**config.mk**
```make
export PLATFORM = sky130hd
export DESIGN_NAME = load_align_unit
export DESIGN_NICKNAME = d
export VERILOG_FILES = /design/src/rtl/load_align_unit.sv
export SDC_FILE = /design/constraint.sdc
export NUM_CORES = 1
export LEC_CHECK = 0
export CORE_MARGIN = 3
export CORE_UTILIZATION = 46
export CTS_BUF_LIST = sky130_fd_sc_hd__clkbuf_4 sky130_fd_sc_hd__clkbuf_8
export CTS_CLUSTER_DIAMETER = 200
export DETAILED_ROUTE_END_ITERATION = 12
export PLACE_DENSITY = 0.78
export SYNTH_ARGS = -nofsm -noshare
export SYNTH_HDL_FRONTEND = slang
export SYNTH_SLANG_ARGS = --single-unit
```
**constraint.sdc**
```tcl
create_clock -name clk -period 2.21 [get_ports clk]
set_input_delay 0.442 -clock clk [delete_from_list [all_inputs] [get_ports clk]]
set_output_delay 0.442 -clock clk [all_outputs]
set_load 0.05 [all_outputs]
```
**src/rtl/load_align_unit.sv**
```systemverilog
// Sequential LSU load formatter: issues one or two word-aligned memory reads,
// merges the words and returns the zero- or sign-extended load result.
module load_align_unit #(
   parameter int XLEN        = 32,
   parameter int ADDR_W      = 32,
   parameter bit MISALIGN_EN = 1'b1
) (
   input  logic              clk,
   input  logic              rst_n,
   input  logic              req_valid,
   output logic              req_ready,
   input  logic [ADDR_W-1:0] req_addr,
   input  logic [2:0]        req_ctrl,
   input  logic              flush,
   output logic              mem_req_valid,
   input  logic              mem_req_ready,
   output logic [ADDR_W-1:0] mem_req_addr,
   input  logic              mem_rsp_valid,
   input  logic [XLEN-1:0]   mem_rsp_data,
   output logic              rsp_valid,
   input  logic              rsp_ready,
   output logic [XLEN-1:0]   rsp_data,
   output logic              rsp_err
);

   localparam int NB    = XLEN / 8;
   localparam int OFF_W = $clog2(NB);

   localparam logic [2:0] S_IDLE  = 3'd0;
   localparam logic [2:0] S_REQ0  = 3'd1;
   localparam logic [2:0] S_WAIT0 = 3'd2;
   localparam logic [2:0] S_REQ1  = 3'd3;
   localparam logic [2:0] S_WAIT1 = 3'd4;
   localparam logic [2:0] S_RESP  = 3'd5;
   localparam logic [2:0] S_DRAIN = 3'd6;

   logic [2:0]        state_q, state_d;
   logic [ADDR_W-1:0] addr_q, addr_d;
   logic [2:0]        ctrl_q, ctrl_d;
   logic [XLEN-1:0]   w0_q, w0_d;
   logic [XLEN-1:0]   w1_q, w1_d;
   logic              err_q, err_d;

   // True when a 'size' access starting at byte offset 'off' runs past the word.
   function automatic logic crosses(input logic [OFF_W-1:0] off, input logic [1:0] size);
      logic [4:0] last;
      last = 5'(off) + (5'd1 << size);
      return last > 5'(NB);
   endfunction

   logic              accept;
   logic              req_illegal;
   logic              req_cross;
   logic              cur_cross;
   logic [ADDR_W-1:0] base_addr;

   assign req_ready   = (state_q == S_IDLE);
   assign accept      = req_valid && req_ready;
   assign req_illegal = (XLEN == 32) && (req_ctrl[1:0] == 2'b11);
   assign req_cross   = crosses(req_addr[OFF_W-1:0], req_ctrl[1:0]);
   assign cur_cross   = crosses(addr_q[OFF_W-1:0], ctrl_q[1:0]);
   assign base_addr   = {addr_q[ADDR_W-1:OFF_W], {OFF_W{1'b0}}};

   always_comb begin
      // NOTE: every _d gets its hold value first, so no path through the case can infer a latch.
      state_d = state_q;
      addr_d  = addr_q;
      ctrl_d  = ctrl_q;
      w0_d    = w0_q;
      w1_d    = w1_q;
      err_d   = err_q;
      case (state_q)
         S_IDLE: begin
            if (accept) begin
               addr_d = req_addr;
               ctrl_d = req_ctrl;
               w0_d   = '0;
               w1_d   = '0;
               if (req_illegal || (req_cross && (MISALIGN_EN == 1'b0))) begin
                  err_d   = 1'b1;
                  state_d = S_RESP;
               end else begin
                  err_d   = 1'b0;
                  state_d = S_REQ0;
               end
            end
         end
         S_REQ0, S_REQ1: begin
            // A read accepted in the flush cycle still returns data that must be swallowed.
            if (flush)              state_d = mem_req_ready ? S_DRAIN : S_IDLE;
            else if (mem_req_ready) state_d = (state_q == S_REQ0) ? S_WAIT0 : S_WAIT1;
         end
         S_WAIT0: begin
            if (flush) begin
               state_d = mem_rsp_valid ? S_IDLE : S_DRAIN;
            end else if (mem_rsp_valid) begin
               w0_d    = mem_rsp_data;
               state_d = cur_cross ? S_REQ1 : S_RESP;
            end
         end
         S_WAIT1: begin
            if (flush) begin
               state_d = mem_rsp_valid ? S_IDLE : S_DRAIN;
            end else if (mem_rsp_valid) begin
               w1_d    = mem_rsp_data;
               state_d = S_RESP;
            end
         end
         S_RESP:  if (flush || rsp_ready) state_d = S_IDLE;
         S_DRAIN: if (mem_rsp_valid) state_d = S_IDLE;
         default: state_d = S_IDLE;
      endcase
   end

   always_comb begin
      mem_req_valid = 1'b0;
      mem_req_addr  = '0;
      case (state_q)
         S_REQ0: begin
            mem_req_valid = 1'b1;
            mem_req_addr  = base_addr;
         end
         S_REQ1: begin
            mem_req_valid = 1'b1;
            mem_req_addr  = base_addr + ADDR_W'(NB);
         end
         default: ;
      endcase
   end

   // Formatting works only from captured registers, never from mem_rsp_data directly.
   logic [XLEN-1:0] shifted;
   logic [XLEN-1:0] keep_mask;
   logic            kept_msb;
   logic [XLEN-1:0] fmt_data;

   always_comb begin
      shifted   = XLEN'({w1_q, w0_q} >> {addr_q[OFF_W-1:0], 3'b000});
      keep_mask = '0;
      kept_msb  = 1'b0;
      case (ctrl_q[1:0])
         2'b00: begin
            keep_mask[7:0] = '1;
            kept_msb       = shifted[7];
         end
         2'b01: begin
            keep_mask[15:0] = '1;
            kept_msb        = shifted[15];
         end
         2'b10: begin
            keep_mask[31:0] = '1;
            kept_msb        = shifted[31];
         end
         default: keep_mask = '1;
      endcase
      fmt_data = (shifted & keep_mask) | ((kept_msb && !ctrl_q[2]) ? ~keep_mask : '0);
   end

   assign rsp_valid = (state_q == S_RESP);
   assign rsp_err   = rsp_valid && err_q;
   assign rsp_data  = (rsp_valid && !err_q) ? fmt_data : '0;

   always_ff @(posedge clk or negedge rst_n) begin
      if (!rst_n) begin
         state_q <= S_IDLE;
         addr_q  <= '0;
         ctrl_q  <= '0;
         w0_q    <= '0;
         w1_q    <= '0;
         err_q   <= 1'b0;
      end else begin
         // NOTE: non-blocking assignments keep every register sampling pre-edge values.
         state_q <= state_d;
         addr_q  <= addr_d;
         ctrl_q  <= ctrl_d;
         w0_q    <= w0_d;
         w1_q    <= w1_d;
         err_q   <= err_d;
      end
   end

endmodule

```
* After elaboration in Yosys (flattened, before gate mapping)
Index checks and enable logic that the tools add are counted.
** Storage, ports and cells
- Register bits after elaboration :: 103
- Output and inout bits :: 68
- Word-level logic and storage cells :: 78
- Input port bits :: 74
** Operators by class
- Shift-type cells :: 2
- Mux-type cells :: 28
- Bitwise gates (word level) :: 3
- $add $sub $neg :: 2
- Equal/unequal tests :: 19
- Reduce and logical (&&, ||, !) cells :: 17
- $lt $le $gt $ge :: 1
** Operator list (number)
- 32-bit one-hot mux with 2 select lines :: 3
- 32-bit two-way mux :: 5
- 64-bit by 5-bit right shift with 32-bit output :: 1
- 3-bit two-way mux :: 14
- 32-bit by 3-bit adder with 32-bit output, second input constant :: 1
- 32-bit bitwise AND :: 1
- 32-bit NOT :: 1
- 32-bit bitwise OR :: 1
- 3-bit one-hot mux with 6 select lines :: 1
- 16-bit two-way mux :: 1
- 2-bit != test, second input constant :: 5
- 3-bit == test, second input constant :: 3
- 8-bit two-way mux :: 1
- 4-bit AND reduction :: 2
- 3-bit by 2-bit == test with 1-bit output, second input constant :: 2
- 3-bit != test, second input constant :: 2
- 6-bit AND reduction :: 1
- 2-bit by 5-bit adder with 5-bit output :: 1
- 5-bit by 3-bit greater-than comparator with 1-bit output, second input constant :: 1
- 1-bit by 2-bit left shift with 5-bit output, first input constant :: 1
- 2-bit == test, second input constant :: 2
- 1-bit logical AND :: 4
- 2-bit by 1-bit != test with 1-bit output, second input constant :: 2
- 2-bit nonzero test :: 2
- other kinds (11) :: 14

* Longest topological paths before layout
- Depth after elaboration :: 7
- Mapped depth :: 10
- Mapped depth without buffers :: 8

* Least setup slack after synthesis
No wires, ideal clock.
- Kind :: reg2out
- Start point :: register state_q[2]
- End point :: output port rsp_data[16]
- Path buffers :: 1
- Required time :: 1.768 ns
- Cell stages (with the launch flop) :: 7
- Setup slack :: -0.707 ns
- Arrival time :: 2.475 ns
- Cell sequence :: dfrtp_1 -> buf_2 -> nor2b_1 -> nand2_1 -> inv_1 -> nand3_1 -> o21ai_0
** On the way
- Cells in the longest elaborated chain, start to end :: 3
** Ends and longest elaborated chain
- start, declared :: RTL line 37 : logic [2:0] state_q, state_d;
- start signal, assigned :: RTL line 173 : state_q <= state_d;
- 3-bit == test :: RTL line 159 : assign rsp_valid = (state_q == S_RESP);
- net rsp_valid :: RTL line 20 : output logic rsp_valid,
- 1-bit logical AND :: RTL line 161 : assign rsp_data = (rsp_valid && !err_q) ? fmt_data : '0;
- 32-bit two-way mux :: RTL line 161
- end, declared :: RTL line 22 : output logic [XLEN-1:0] rsp_data,
The timed path passes the listed nets, and every way through them passes these cells.

* Final worst setup path
- Start point :: register addr_q[13]
- End point :: output port mem_req_addr[30]
** On the way
- Cells in the longest elaborated chain, start to end :: 2
** Ends and longest elaborated chain
- start, declared :: RTL line 38 : logic [ADDR_W-1:0] addr_q, addr_d;
- start signal, assigned :: RTL line 174 : addr_q <= addr_d;
- 32-bit by 3-bit adder with 32-bit output :: RTL line 125 : mem_req_addr = base_addr + ADDR_W'(NB);
- 32-bit one-hot mux with 2 select lines :: RTL line 118 : case (state_q)
- end, declared :: RTL line 17 : output logic [ADDR_W-1:0] mem_req_addr,
No other way between the ends.

==> qor.csv <==
metric,value,unit
status,"complete, but fails checks",
failing checks,negative setup slack,
synthesis-to-finish area growth,73.7,%
Final Max Tran Viols,0,
Worst Path Required,1.77,ns
reg2reg start,addr_q[0],
post-synthesis mux area share,18.5,%
final net count,839,
# fillers,620,
Worst Setup End Kind,output port,
Mapped Cells,555,
vias,5457,
clk_skew,0.0103,ns
Initial Utilization,47.2,%
R2R setup slack,-0.03,ns
Die ar.,0.0138,mm2
# rows,40,
Syn Area/Cell,10.3,um2
final worst slack,-0.568,ns
CTS buffer count,9,
Worst-path clk slew,0.09,ns
dpl hpwl,12400,um
cts hold-fix bufs,0,
design area,0.00990,mm2
Setup crit start kind,flip-flop,
Synth Area in Simple Gates,15.1,%
Fmax,0.360,GHz
Tmin final,2.78,ns
reg2reg end,state_q[1],
critical path class,flip-flop to output port,
Clock Path Buffers,2,
GRT Util Overall,27.8,%
routed wire length,20800,um
Pleak,0.00409,uW
crit-path max FO,8,
first-pass GRT wire length,29300,um
initial antenna violation count,0,
RSZ-0062 raised after global routing,yes,
top-area cell type share of the netlist area,41.7,%
IO buf count,139,
maxcap violations,0,
CTS tree,done,
Synth Area in XOR/XNOR,4.15,%
"commonest non-fill, non-tap cells in the layout","92 x dfrtp_1, 75 x buf_12, 72 x clkdlybuf4s50_1",
vias in the first global route,5577,
Mapped Area,0.00570,mm2
total power,12800,uW
Worst-Skew Late Latency,0.36,ns
DR WL/cell,22.3,um
Pwr Density,1300,mW/mm2
worst vdd ir,0.541,mV
Post-Place Cell Area,0.00862,mm2
Reg2Reg Depth,11,
crit share post-route,126,%
sequential area share after synthesis,41.7,%
Crit path arrival time,2.34,ns
Worst Hold Class,input pin to asynchronous set/reset pin,
synthesis-stage register bit count,95,
largest net degree at the start of global routing,63,
share of layout cells above drive strength 1,47.5,%
"Distinct cells, synth",43,
Die Span Y,117,um
core region area,0.0121,mm2
H-tree levels,3,
Synth area leader,dfrtp_1,
YS warnings,0,
Final Hold Fails,0,
ranking of synthesized cells by area,"dfrtp_1 42%, mux4_2 11%, mux2_2 6.1%, a22o_1 4.9%, nand2_1 4.7%",
die width,117,um
CTS root buf,clkbuf_8,
largest family of logic cells by synthesized area,multiplexers,
DRC Markers,0,
Compound-Gate Fraction of Synth Area,14.0,%
Final Setup Violations,55,
Top Ports,142,
router iterations before antenna repair,5,
TritonCTS sink count,95,
Vias/cell,5.84,
Post-Synth Adder-Cell Area,0.659,%
post-route ant nets,0,
GP Congestion,0.898,
iteration-0 DRC count of the detailed router,512,
gr ovfl total,0,
Ant. Diodes,0,
"most common cell after layout, fill and taps aside",dfrtp_1,
stage by stage:
stage | setup WS (ns) | hold WS, ns | std cells | TNS [ns] | utilization (%)
after global routing | -0.635 | 0.0269 | 934 | -24.36 | 82.1
after global placement | -0.147 | 0.417 | 881 | -1.59 | 71.5
final | -0.568 | 0.0127 | 934 | -20.07 | 82.1
after CTS | -0.548 | 0.0163 | 913 | -20.21 | 77.2
after floorplan | -0.164 | 0.146 | 556 | -5.20 | -
after detailed placement | -0.167 | 0.421 | 881 | -2.58 | 71.5
sequential cells by signal (all words and copies together) (netlist names):
| name | cells |
|---|---|
| addr_q | 32 |
| ctrl_q | 3 |
| err_q | 1 |
| state_q | 3 |
| w0_q | 32 |
| w1_q | 24 |
layer usage:
layer,up-vias,GRT usage (%),part of all wire (%)
met4,0,9.94,3.2
met3,53,6.27,7.7
met2,289,47.9,52
li1,2384,-,-
met5,-,0,0
met1,2731,34.4,37
layout make-up:
type                            count  area [um2]  share of cell area [%]
Timing Repair Buffer              239        3130                    31.7
Clock buffer                       12         159                    1.61
Inverter                           30         120                    1.21
Clock inverter                      3        90.1                   0.910
Multi-Input combinational cell    387        3800                    38.4
Sequential cell                    95        2380                    24.1
Tap cell                          168         210                    2.12
repair_timing:
action / in CTS / in global routing
buffers inserted: 17 / 20
endpoints found under the setup margin: 58 / 61
gates cloned: 2 / 4
resized for setup: 58 / 85
endpoints found under the hold margin: 0 / 0
pin swaps: 35 / 31
critical path: stages, from the launching register on:
cell	delay [ns]
dfrtp_1	0.38
nand4_1	0.17
or4_4	0.58
buf_12	0.19
nor3_4	0.20
xnor2_2	0.14
nor2_4	0.15
buf_12	0.15
cell families after synthesis:
group / after synthesis
adders and majority gates: 3
and+or+nand+nor: 174
muxes: 65
buffers and inverters: 74
other: 1
xor gates and xnor gates: 27
AOI/OAI and AO/OA: 116
DFF: 95
where the power goes:
part / internal, uW / total [uW] / switching (uW)
Combinational: 4040 / 8240 / 4200
Sequential: 2460 / 3170 / 713
Clock: 821 / 1430 / 604
Total: 7320 / 12800 / 5510
worst max path at each step:
| stage | start | to | slack, ns | cells after the start |
|---|---|---|---|---|
| 6_report | addr_q[13] | mem_req_addr[30] | -0.57 | 7 |
| 5_1_grt | addr_q[13] | mem_req_addr[30] | -0.63 | 7 |
| 2_1_floorplan | addr_q[0] | rsp_data[21] | -0.16 | 7 |
| 3_3_place_gp | addr_q[13] | mem_req_addr[31] | -0.15 | 7 |
| 3_5_place_dp | addr_q[12] | mem_req_addr[31] | -0.17 | 7 |
| 4_1_cts | addr_q[0] | rsp_data[16] | -0.55 | 7 |
cell usage after synthesis, drive strengths merged:
master,number
dfrtp,95
nand2,71
o21ai,57
nor2,36
a22o,32
mux2,31
inv,30
mux4,29
buf,27
xnor2,20
clkbuf,17
nor3,14
nand3,13
nor2b,11
o21a,11
nand4,7
xor2,7
a21oi,5
and3,5
mux2i,5
and4,4
ha,3
nor4,3
or3,3
a31oi,2
nand2b,2
nor3b,2
o211ai,2
o22ai,2
or4,2
a211oi,1
a32oi,1
and2,1
conb,1
o221a,1
o22a,1
o31a,1
Power figures use the tool's default switching activity.
